==> src/rtl/fix_pkg.sv <==
// Shared types and constants for the FIX transmit framer.
package fix_pkg;

  typedef enum logic [2:0] {
    S_LOAD, S_HDR, S_LEN, S_LDLM, S_BODY, S_TRL, S_CKS, S_TDLM
  } fix_state_t;

  localparam logic [7:0] ASC_0  = 8'h30;
  localparam logic [7:0] ASC_1  = 8'h31;
  localparam logic [7:0] ASC_8  = 8'h38;
  localparam logic [7:0] ASC_9  = 8'h39;
  localparam logic [7:0] ASC_EQ = 8'h3d;

  localparam int unsigned HDR_LEN       = 10;
  localparam logic [7:0]  DELIM_DEFAULT = 8'h3b;

  // Bytes of "8=FIX.4.<m><D>"; the "9=" tag is emitted at the start of LEN.
  function automatic logic [7:0] hdr_byte(input logic [3:0] i, input logic [3:0] minor,
                                          input logic [7:0] delim);
    case (i)
      4'd0:    hdr_byte = ASC_8;
      4'd1:    hdr_byte = ASC_EQ;
      4'd2:    hdr_byte = 8'h46;
      4'd3:    hdr_byte = 8'h49;
      4'd4:    hdr_byte = 8'h58;
      4'd5:    hdr_byte = 8'h2e;
      4'd6:    hdr_byte = 8'h34;
      4'd7:    hdr_byte = 8'h2e;
      4'd8:    hdr_byte = {4'h3, minor};
      default: hdr_byte = delim;
    endcase
  endfunction

endpackage

==> src/rtl/fix_bin2dec.sv <==
// Combinational 10-bit binary to three decimal digits plus significant digit count.
module fix_bin2dec
  import fix_pkg::*;
(
  input  logic [9:0] value,
  output logic [3:0] d2,
  output logic [3:0] d1,
  output logic [3:0] d0,
  output logic [1:0] ndig
);

  always_comb begin
    d2   = 4'(value / 10'd100);
    d1   = 4'((value / 10'd10) % 10'd10);
    d0   = 4'(value % 10'd10);
    ndig = (value >= 10'd100) ? 2'd3 : ((value >= 10'd10) ? 2'd2 : 2'd1);
  end

endmodule

==> src/rtl/fix_msg_tx.sv <==
// Outbound FIX framer: buffers a message body, then emits header, BodyLength, body and CheckSum.
module fix_msg_tx
  import fix_pkg::*;
#(
  parameter int unsigned BODY_MAX  = 256,
  parameter logic [7:0]  DELIM     = DELIM_DEFAULT,
  parameter int unsigned BEGIN_MIN = 4
) (
  input  logic       clk,
  input  logic       reset,
  input  logic       body_valid,
  output logic       body_ready,
  input  logic [7:0] body_data,
  input  logic       body_last,
  output logic       dout_valid,
  input  logic       dout_ready,
  output logic [7:0] dout,
  output logic       busy,
  output logic       err_overflow,
  output logic       err_format
);

  localparam int unsigned AW      = (BODY_MAX > 1) ? $clog2(BODY_MAX) : 1;
  localparam logic [9:0]  LEN_MAX = 10'(BODY_MAX);

  fix_state_t state, state_n;
  logic [9:0] len, idx, idx_n;
  logic [7:0] cks;
  logic       dropping, rdy_q;
  logic       acc, xfer, mem_we;
  logic [9:0] mem_addr;
  logic [7:0] mem [BODY_MAX];
  logic [7:0] rd_data;
  logic [9:0] b2d_in;
  logic [3:0] d2, d1, d0, digit;
  logic [1:0] ndig, ndig_eff, kk, pos;

  fix_bin2dec u_b2d (
    .value(b2d_in),
    .d2   (d2),
    .d1   (d1),
    .d0   (d0),
    .ndig (ndig)
  );

  assign acc  = body_valid && body_ready;
  assign xfer = dout_valid && dout_ready;

  // Read address runs one byte ahead on each BODY transfer so rd_data is ready next cycle.
  always_comb begin
    mem_we   = (state == S_LOAD) && acc && !dropping && (len < LEN_MAX)
               && !(body_last && (body_data != DELIM));
    mem_addr = '0;
    if (state == S_LOAD)
      mem_addr = len;
    else if (state == S_BODY)
      mem_addr = xfer ? (idx + 10'd1) : idx;
  end

  always_ff @(posedge clk) begin
    if (mem_we)
      mem[mem_addr[AW-1:0]] <= body_data;
    rd_data <= (mem_addr < LEN_MAX) ? mem[mem_addr[AW-1:0]] : '0;
  end

  always_comb begin
    b2d_in   = (state == S_CKS) ? {2'b00, cks} : len;
    ndig_eff = (state == S_CKS) ? 2'd3 : ndig;
    kk       = (state == S_CKS) ? idx[1:0] : 2'(idx - 10'd2);
    pos      = kk + (2'd3 - ndig_eff);
    digit    = (pos == 2'd0) ? d2 : ((pos == 2'd1) ? d1 : d0);
  end

  always_comb begin
    state_n    = state;
    idx_n      = idx;
    dout       = '0;
    dout_valid = (state != S_LOAD);
    busy       = (state != S_LOAD);
    body_ready = rdy_q && (state == S_LOAD);
    case (state)
      S_LOAD: begin
        if (acc && !dropping && (len < LEN_MAX) && body_last && (body_data == DELIM)) begin
          state_n = S_HDR;
          idx_n   = '0;
        end
      end
      S_HDR: begin
        dout = hdr_byte(idx[3:0], 4'(BEGIN_MIN), DELIM);
        if (xfer) begin
          idx_n = idx + 10'd1;
          if (idx == 10'(HDR_LEN - 1)) begin
            state_n = S_LEN;
            idx_n   = '0;
          end
        end
      end
      S_LEN: begin
        dout = (idx == 10'd0) ? ASC_9 : ((idx == 10'd1) ? ASC_EQ : {4'h3, digit});
        if (xfer) begin
          idx_n = idx + 10'd1;
          if (idx == (10'(ndig) + 10'd1)) begin
            state_n = S_LDLM;
            idx_n   = '0;
          end
        end
      end
      S_LDLM: begin
        dout = DELIM;
        if (xfer) begin
          state_n = S_BODY;
          idx_n   = '0;
        end
      end
      S_BODY: begin
        dout = rd_data;
        if (xfer) begin
          idx_n = idx + 10'd1;
          if (idx == (len - 10'd1)) begin
            state_n = S_TRL;
            idx_n   = '0;
          end
        end
      end
      S_TRL: begin
        dout = (idx == 10'd0) ? ASC_1 : ((idx == 10'd1) ? ASC_0 : ASC_EQ);
        if (xfer) begin
          idx_n = idx + 10'd1;
          if (idx == 10'd2) begin
            state_n = S_CKS;
            idx_n   = '0;
          end
        end
      end
      S_CKS: begin
        dout = {4'h3, digit};
        if (xfer) begin
          idx_n = idx + 10'd1;
          if (idx == 10'd2) begin
            state_n = S_TDLM;
            idx_n   = '0;
          end
        end
      end
      S_TDLM: begin
        dout = DELIM;
        if (xfer) begin
          state_n = S_LOAD;
          idx_n   = '0;
        end
      end
      default: state_n = S_LOAD;
    endcase
  end

  always_ff @(posedge clk) begin
    if (reset) begin
      state        <= S_LOAD;
      idx          <= '0;
      len          <= '0;
      cks          <= '0;
      dropping     <= 1'b0;
      rdy_q        <= 1'b0;
      err_overflow <= 1'b0;
      err_format   <= 1'b0;
    end else begin
      state        <= state_n;
      idx          <= idx_n;
      rdy_q        <= 1'b1;
      err_overflow <= 1'b0;
      err_format   <= 1'b0;
      if (state == S_LOAD) begin
        cks <= '0;
        if (acc) begin
          if (dropping) begin
            if (body_last) begin
              dropping <= 1'b0;
              len      <= '0;
            end
          end else if (len == LEN_MAX) begin
            err_overflow <= 1'b1;
            if (body_last) len <= '0;
            else           dropping <= 1'b1;
          end else if (body_last && (body_data != DELIM)) begin
            err_format <= 1'b1;
            len        <= '0;
          end else begin
            len <= len + 10'd1;
          end
        end
      end else if (xfer && (state inside {S_HDR, S_LEN, S_LDLM, S_BODY})) begin
        cks <= cks + dout;
      end
      if ((state == S_TDLM) && xfer)
        len <= '0;
    end
  end

endmodule

==> config.mk <==
export PLATFORM = sky130hd
export DESIGN_NAME = fix_msg_tx
export DESIGN_NICKNAME = d
export VERILOG_FILES = /design/src/rtl/fix_pkg.sv /design/src/rtl/fix_bin2dec.sv /design/src/rtl/fix_msg_tx.sv
export SDC_FILE = /design/constraint.sdc
export NUM_CORES = 2
export LEC_CHECK = 0
export ABC_CLOCK_PERIOD_IN_PS = 7300
export BUFFER_PORTS_ARGS = -buffer_cell sky130_fd_sc_hd__buf_2
export CAP_MARGIN = 0
export CORE_MARGIN = 10
export CORE_UTILIZATION = 59
export DETAILED_ROUTE_END_ITERATION = 6
export PLACE_DENSITY = 0.75
export RECOVER_POWER = 100
export SYNTH_ARGS = -nofsm -noshare
export SYNTH_HDL_FRONTEND = slang
export SYNTH_SLANG_ARGS = --single-unit
export TNS_END_PERCENT = 30
==> constraint.sdc <==
create_clock -name clk -period 7.3 [get_ports clk]
set_clock_uncertainty 0.1 [all_clocks]
set_input_delay 0 -clock clk [delete_from_list [all_inputs] [get_ports clk]]
set_output_delay 0 -clock clk [all_outputs]
set_load 0.005 [all_outputs]
Word level (Yosys, flattened, before mapping)
Memory sizes are Yosys's and may differ from the RTL's. A register that Yosys moved wholly into a read port is not among the register bits.
Cells that the tools add are included.
- $add $sub $neg: 8
- div/mod/pow operators: 4
- $lt $le $gt $ge: 4
- equal/unequal tests: 31
- mux-type cells: 54
- bitwise gates (word level): 2
- reductions and logical operators: 31
- operators by type and width (kind ; number):
    $mux 10 ; 18
    $pmux 10 s6 ; 1
    $pmux 8 s6 ; 1
    $mux 3 ; 13
    $mux 4 ; 8
    $ne 2x2->1 const B ; 12
    $pmux 3 s8 ; 1
    $add 10x1->10 const B ; 2
    $lt 10x9->1 const B ; 2
    $mod 10x4->10 const B ; 2
    $logic_and 1x1->1 ; 14
    $reduce_and 13->1 ; 1
    $eq 3x3->1 const B ; 4
    $div 10x4->10 const B ; 1
    $div 10x7->10 const B ; 1
    $eq 10x1->1 const B ; 1
    $eq 10x10->1 ; 1
    $eq 10x2->1 const B ; 1
    $eq 10x3->1 ; 1
    $eq 10x4->1 const B ; 1
    $eq 10x9->1 const B ; 1
    $ge 10x4->1 const B ; 1
    $ge 10x7->1 const B ; 1
    $logic_not 10->1 ; 1
    25 further kinds ; 44
- bits in registers: 35
- bits in writable memories: 2048
- memory bits (read-only): 112
- bits of input ports: 13
- output and inout bits: 13
- logic and storage cells: 144
- memories: 2
- memory list (memory ; depth ; width ; read ports ; clocked after memory_dff ; wr ports ; RTL line ; source):
    mem ; 256 ; 8 ; 1 ; 1 ; 1 ; fix_msg_tx.sv:32 ; logic [7:0] mem [BODY_MAX];
    (name not given) ; 16 ; 7 ; 1 ; 1 ; 0 ; fix_pkg.sv:20 ; case (i)

Depth between registers and ports, before layout
- depth in word-level cells: 15
- depth in mapped cells: 32
- mapped depth without buffers: 30

By module
Synthesis repeated with hierarchy kept, for this count alone.
- cell total of the unflattened synthesis: 7045
- area, all modules: 87866.8 um2
- by module, submodules not included (module ; times used ; cells an instance ; area an instance (um2) ; seq. area each (um2)):
    fix_msg_tx ; 1 ; 6707 ; 85642.1 ; 62499.9
    fix_bin2dec ; 1 ; 338 ; 2224.6 ; 0.0

Worst setup path before layout
OpenSTA, ideal clock, no wires.
- path type: reg-to-reg
- start: reg state[1]
- end: reg cks[7]
- arrival time: 6261 ps
- data required time: 7129 ps
- slack: 868 ps
- cell stages (with the launch flop): 31
- buffers on the path: 2
- period minus slack after synthesis: 6432 ps
- path through: dfxtp_1 -> and3b_1 -> buf_2 -> mux2i_1 -> and3_1 -> o32ai_1 -> nor3_1 -> ha_1 -> xor2_1 -> nor4_2 -> o31ai_4 -> buf_6 -> nand3_1 -> o211ai_2 -> a21oi_1 -> a211oi_1 -> a211oi_1 -> a31o_1 -> and2_4 -> xnor2_1 -> o31ai_1 -> ha_1 -> a21o_1 -> a21o_1 -> a21o_1 -> a21oi_1 -> o21bai_1 -> a21oi_1 -> xor2_1 -> or3_1 -> a21oi_1
- cells in the longest elaborated chain, start to end: 15
- elaborated cells on any way between the ends: 35
- RTL lines (what ; RTL line ; source):
    from (decl) ; fix_msg_tx.sv:26 ; fix_state_t state, state_n;
    from (signal assigned) ; fix_msg_tx.sv:167 ; state <= state_n;
    parallel branches: the longest is 13 deep, another holds $div 10x4->10 ; - ;
    $pmux 8 s6 * ; fix_msg_tx.sv:81 ; case (state)
    via dout[1] ; fix_msg_tx.sv:17 ; output logic [7:0] dout,
    $add 8x8->8 * ; fix_msg_tx.sv:192 ; cks <= cks + dout;
    to (signal assigned) ; fix_msg_tx.sv:192 ;
    to (decl) ; fix_msg_tx.sv:28 ; logic [7:0] cks;
Mark *: on every way through the listed nets, which the timed path passes.
A chain may end at the register's enable or synchronous reset.

Worst setup path in the final report
- start: in body_data[4]
- end: mem mem[33][2], enable pin
- cells in the longest elaborated chain, start to end: 6
- RTL lines (what ; RTL line ; source):
    from (decl) ; fix_msg_tx.sv:13 ; input logic [7:0] body_data,
    $ne 8x6->1 ; fix_msg_tx.sv:52 ; && !(body_last && (body_data != DELIM));
    $logic_and 1x1->1 ; fix_msg_tx.sv:52 ;
    $logic_not 1->1 ; fix_msg_tx.sv:52 ;
    $logic_and 1x1->1 ; fix_msg_tx.sv:52 ;
    $mux 1 ; fix_msg_tx.sv:61 ; if (mem_we)
    $mux 1 (implied by the code) ; fix_msg_tx.sv:62 ; mem[mem_addr[AW-1:0]] <= body_data;
    to (decl) ; fix_msg_tx.sv:32 ;
Every way passes these cells.

==> impl.org <==
** Run status
- The flow ran to the end, but the final reports show violations.
- Violated checks :: max-capacitance violations, max-slew violations, negative setup slack

** Floorplanning
- Number of top-level design ports :: 26
- Core Box Area :: 147000 um^2
- FP Rows :: 141
- The die is 405 um tall.
- The floorplan step defined a die boundary enclosing 164000 um^2.
- For this configuration, the core starts out at a cell density of 59.3%.
- Horizontal die dimension :: 405 um

** Route
- In the final routed layout, each cell accounts on average for 26.0 um.
- Length of routed met3 wiring :: 28600 um
- After detailed routing, the wire length on met1 is 87900 um.
- The detailed router placed 59800 vias in this run.
- In the routed design, unresolved DRC markers number 0.
- The count of nets left with antenna violations once routing finished came out at 0.
- TritonRoute pass-1 iters :: 6
- In the detailed route, the total length drawn on met2 is 110000 um.
- Total wirelength of the detailed-routed design :: 238000 um
- Highest metal used :: met5
- Number of DRC markers after the initial detailed-route iteration :: 8338
- Average vias per placed instance :: 6.51

** Placement
- Prior to clock tree synthesis, the placed netlist has a worst setup slack of 0.354 ns.
- Detailed placement finished with a half-perimeter wire length of 137000 um.
- Standard cell area after detailed placement :: 89600 um^2
- RePlAce Congestion :: 0.933
- After detailed placement, the design holds a cell count of 8788.
- Number of I/O port buffers :: 25

** Setup path
- Kind of start point of the critical path :: input pin
- In this run the worst path has a maximum fanout of 67.
- Data arrival at the endpoint of the critical path :: 7.66 ns
- Data on the critical path is required at its endpoint by 7.65 ns.
- Worst Setup Path Type :: in2reg
- Kind of end point of the critical path :: flop

** Timing
- Worst-case hold slack :: 0.0892 ns
- Setup violations remaining at the end of the flow were counted as 6.
- Hold violation total from the final report :: 0
- Max-slew headroom :: -190%
- Actual slew at the worst max-slew pin :: 4.35 ns
- Setup repair after global routing left no endpoint under its margin.
- Peak Freq :: 137 MHz
- In the post-route analysis, the smallest setup slack over all paths is -0.00759 ns.
- Post-route fraction of the period consumed by the critical path :: 100%
- Total count of max-transition violations in the final report :: 1921
- Subtracting the final worst setup slack from the clock period gives 7.31 ns.

** Synth
- For this run, the number of Yosys warnings is 0.
- #FFs+latches synth :: 2098
- After synthesis, the share of flip-flops with an asynchronous set or reset is 0%.
- Post-synthesis average cell area :: 12.1 um^2
- For this run, the register share of the synthesized area comes to 71.5%.
- Commonest register cell after synthesis :: edfxtp_1
- Post-synth EDFFs :: 2048
- Nets in the synthesized netlist :: 7246
- Area of the mapped netlist :: 87400 um^2
- Count of cell types in the netlist :: 92
- In the synthesized netlist, the number of instances is 7212.

** Pwr
- Total power for the finished layout comes to 23.7 mW.
- Pwr dens :: 248 nW/um^2
- Leakage Power :: 32.2 nW
- IR analysis of the VDD net gives a maximum drop of 285 uV.

** Finish
- Design area :: 95700 um^2
- After the last flow step, the layout net total stands at 7110.
- Fraction of final layout cells sized beyond drive strength 1 :: 6.27%
- The area growth from synthesis to layout is 9.52%.
- # fillers :: 10500
- Leaving out filler cells and counting taps, the final layout contains 9179.

** Clock network
- Setup repair bufs after CTS :: 0
- The number of clock buffers added by TritonCTS is 200.
- After clock tree synthesis, the clock-pin slew on the worst setup and hold paths is 0.06 ns.
- Max clock buf depth :: 3
- Clock tree from TritonCTS :: yes
- CTS H-tree depth :: 4
- Clk Latency, worst-skew pair :: 0.85 ns
- The clock drives 2098 sinks.
- In this run the clock root is driven by a clkbuf_16.

** Global route
- Global routing used 28.4% of the available tracks.
- Global-route wire length before repair :: 355000 um
- Entering global routing, the biggest net connects 192 pins.
- Number of global-route vias before repair :: 56300
- Remaining global-route overflow :: 0
- Antenna violations before repair :: 12

** Hold path
- Hold crit path type :: in2reg

** Run
- Max-cap viol count :: 26
through the flow:
step                TNS (ns)  util [%]
global route               0      64.9
floorplan                  0         -
detailed placement         0      60.8
finish               -0.0339      64.9
global placement           0      60.8
CTS                        0      65.0
cell usage in the layout, fill, tap and decap left out, types with 14 or more instances in the layout:
| master | n |
|---|---|
| and3_1 | 206 |
| clkinv_1 | 51 |
| nand3_1 | 770 |
| nor4_1 | 22 |
| or4_1 | 14 |
| clkbuf_1 | 86 |
| dlygate4sd3_1 | 16 |
| dfxtp_1 | 50 |
| clkinv_2 | 36 |
| nor2_1 | 369 |
| inv_1 | 23 |
| ha_1 | 20 |
| xor2_1 | 14 |
| clkbuf_2 | 17 |
| a21oi_1 | 85 |
| nor3_1 | 110 |
| nand2_1 | 2160 |
| a311oi_1 | 432 |
| buf_12 | 33 |
| edfxtp_1 | 2048 |
| xnor2_1 | 28 |
| buf_4 | 92 |
| o21ai_0 | 43 |
| clkbuf_16 | 204 |
| a31oi_1 | 39 |
final timing paths:
path	from	endpoint	slack, ns	cells after the start
worst min-delay path	body_last	len[9]$_SDFFE_PP0P_	0.09	5
worst max register to register	state[0]$_SDFFE_PP0P_	cks[7]$_SDFFE_PP0P_	0.45	30
worst min register to register	cks[6]$_SDFFE_PP0P_	cks[6]$_SDFFE_PP0P_	0.47	2
worst max-delay path	body_data[4]	mem[33][2]$_DFFE_PP_	-0.008	11
cells in the mapped netlist (6+ instances only):
master | count | area share [%]
nor2b_1 | 12 | 0.086
and2_1 | 7 | 0.050
nor3_1 | 110 | 0.63
inv_1 | 23 | 0.099
a31oi_1 | 39 | 0.28
xnor2_1 | 28 | 0.28
o211a_1 | 6 | 0.069
a311oi_1 | 432 | 4.3
xor2_1 | 14 | 0.14
mux2i_1 | 13 | 0.15
or3_1 | 10 | 0.072
edfxtp_1 | 2048 | 70
dfxtp_1 | 50 | 1.1
nor2_1 | 369 | 1.6
a211oi_1 | 10 | 0.086
or4_1 | 14 | 0.12
o211ai_1 | 9 | 0.077
ha_1 | 20 | 0.29
clkbuf_1 | 344 | 1.5
nor3b_1 | 10 | 0.086
buf_1 | 139 | 0.60
nor4_1 | 23 | 0.16
nand2_1 | 2163 | 9.3
buf_2 | 51 | 0.29
a21o_1 | 8 | 0.069
nand2b_1 | 13 | 0.093
a22oi_1 | 7 | 0.060
nand3b_1 | 6 | 0.052
a21oi_1 | 84 | 0.48
and3_1 | 206 | 1.5
nand3_1 | 770 | 4.4
o21ai_0 | 43 | 0.25
cell type report:
type                       count  area [um^2]  share of cell area, %
timing repair buffer         202         1800                   1.88
multi-input combinational   4551        22800                   23.8
sequential                  2098        62500                   65.3
antenna                        6         15.0                 0.0157
tap                         1930         2410                   2.52
clock inverter               110          827                  0.864
clock buffer                 259         5320                   5.56
inverter                      23         86.3                 0.0902
metal layers:
metal / global-route usage (%) / vias up
met5: 0 / -
met4: 13.8 / 10
met3: 6.83 / 677
met2: 43.4 / 3840
met1: 38.5 / 29000
li1: - / 26200
registers in the layout, indices dropped and copies added (netlist names), named ones only:
name	flops
idx	10
mem	2048
rd_data	8
cks	8
len	10
err_overflow	1
err_format	1
state	3
rdy_q	1
dropping	1
worst max-delay path, cell delays in order:
cell           delay [ns]
dlygate4sd3_1        0.54
clkbuf_1             2.48
nand2_1              0.27
nor4_2               0.90
nand2b_1             0.30
and2_0               0.32
nand2_1              0.12
nor2_1               0.25
nand2_1              0.89
clkbuf_2             0.65
nor2_1               0.77
timing repair:
action | 4_1_cts | 5_1_grt
setup endpoints to repair | 0 | 1
hold buffers | 16 | 0
endpoints found under the hold margin | 1115 | 0
gates resized for setup | 0 | 3
where the power goes:
part / switching (mW) / total (mW) / leakage [nW] / internal [mW]
Clock: 4.44 / 9.83 / 3.00 / 5.39
Combinational: 0.523 / 0.663 / 10.4 / 0.140
Sequential: 0.00849 / 13.3 / 18.8 / 13.2
Total: 4.97 / 23.7 / 32.2 / 18.8
cell families after synthesis:
| kind of cell | Yosys count | synth area share [%] |
|---|---|---|
| simple gates | 3746 | 18.4 |
| flops | 2098 | 71.5 |
| compound gates | 722 | 6.56 |
| buf+inv | 563 | 2.53 |
| xor+xnor | 42 | 0.421 |
| fa+ha+maj | 24 | 0.344 |
| mux | 17 | 0.203 |
(Power assumes the default switching activity.)
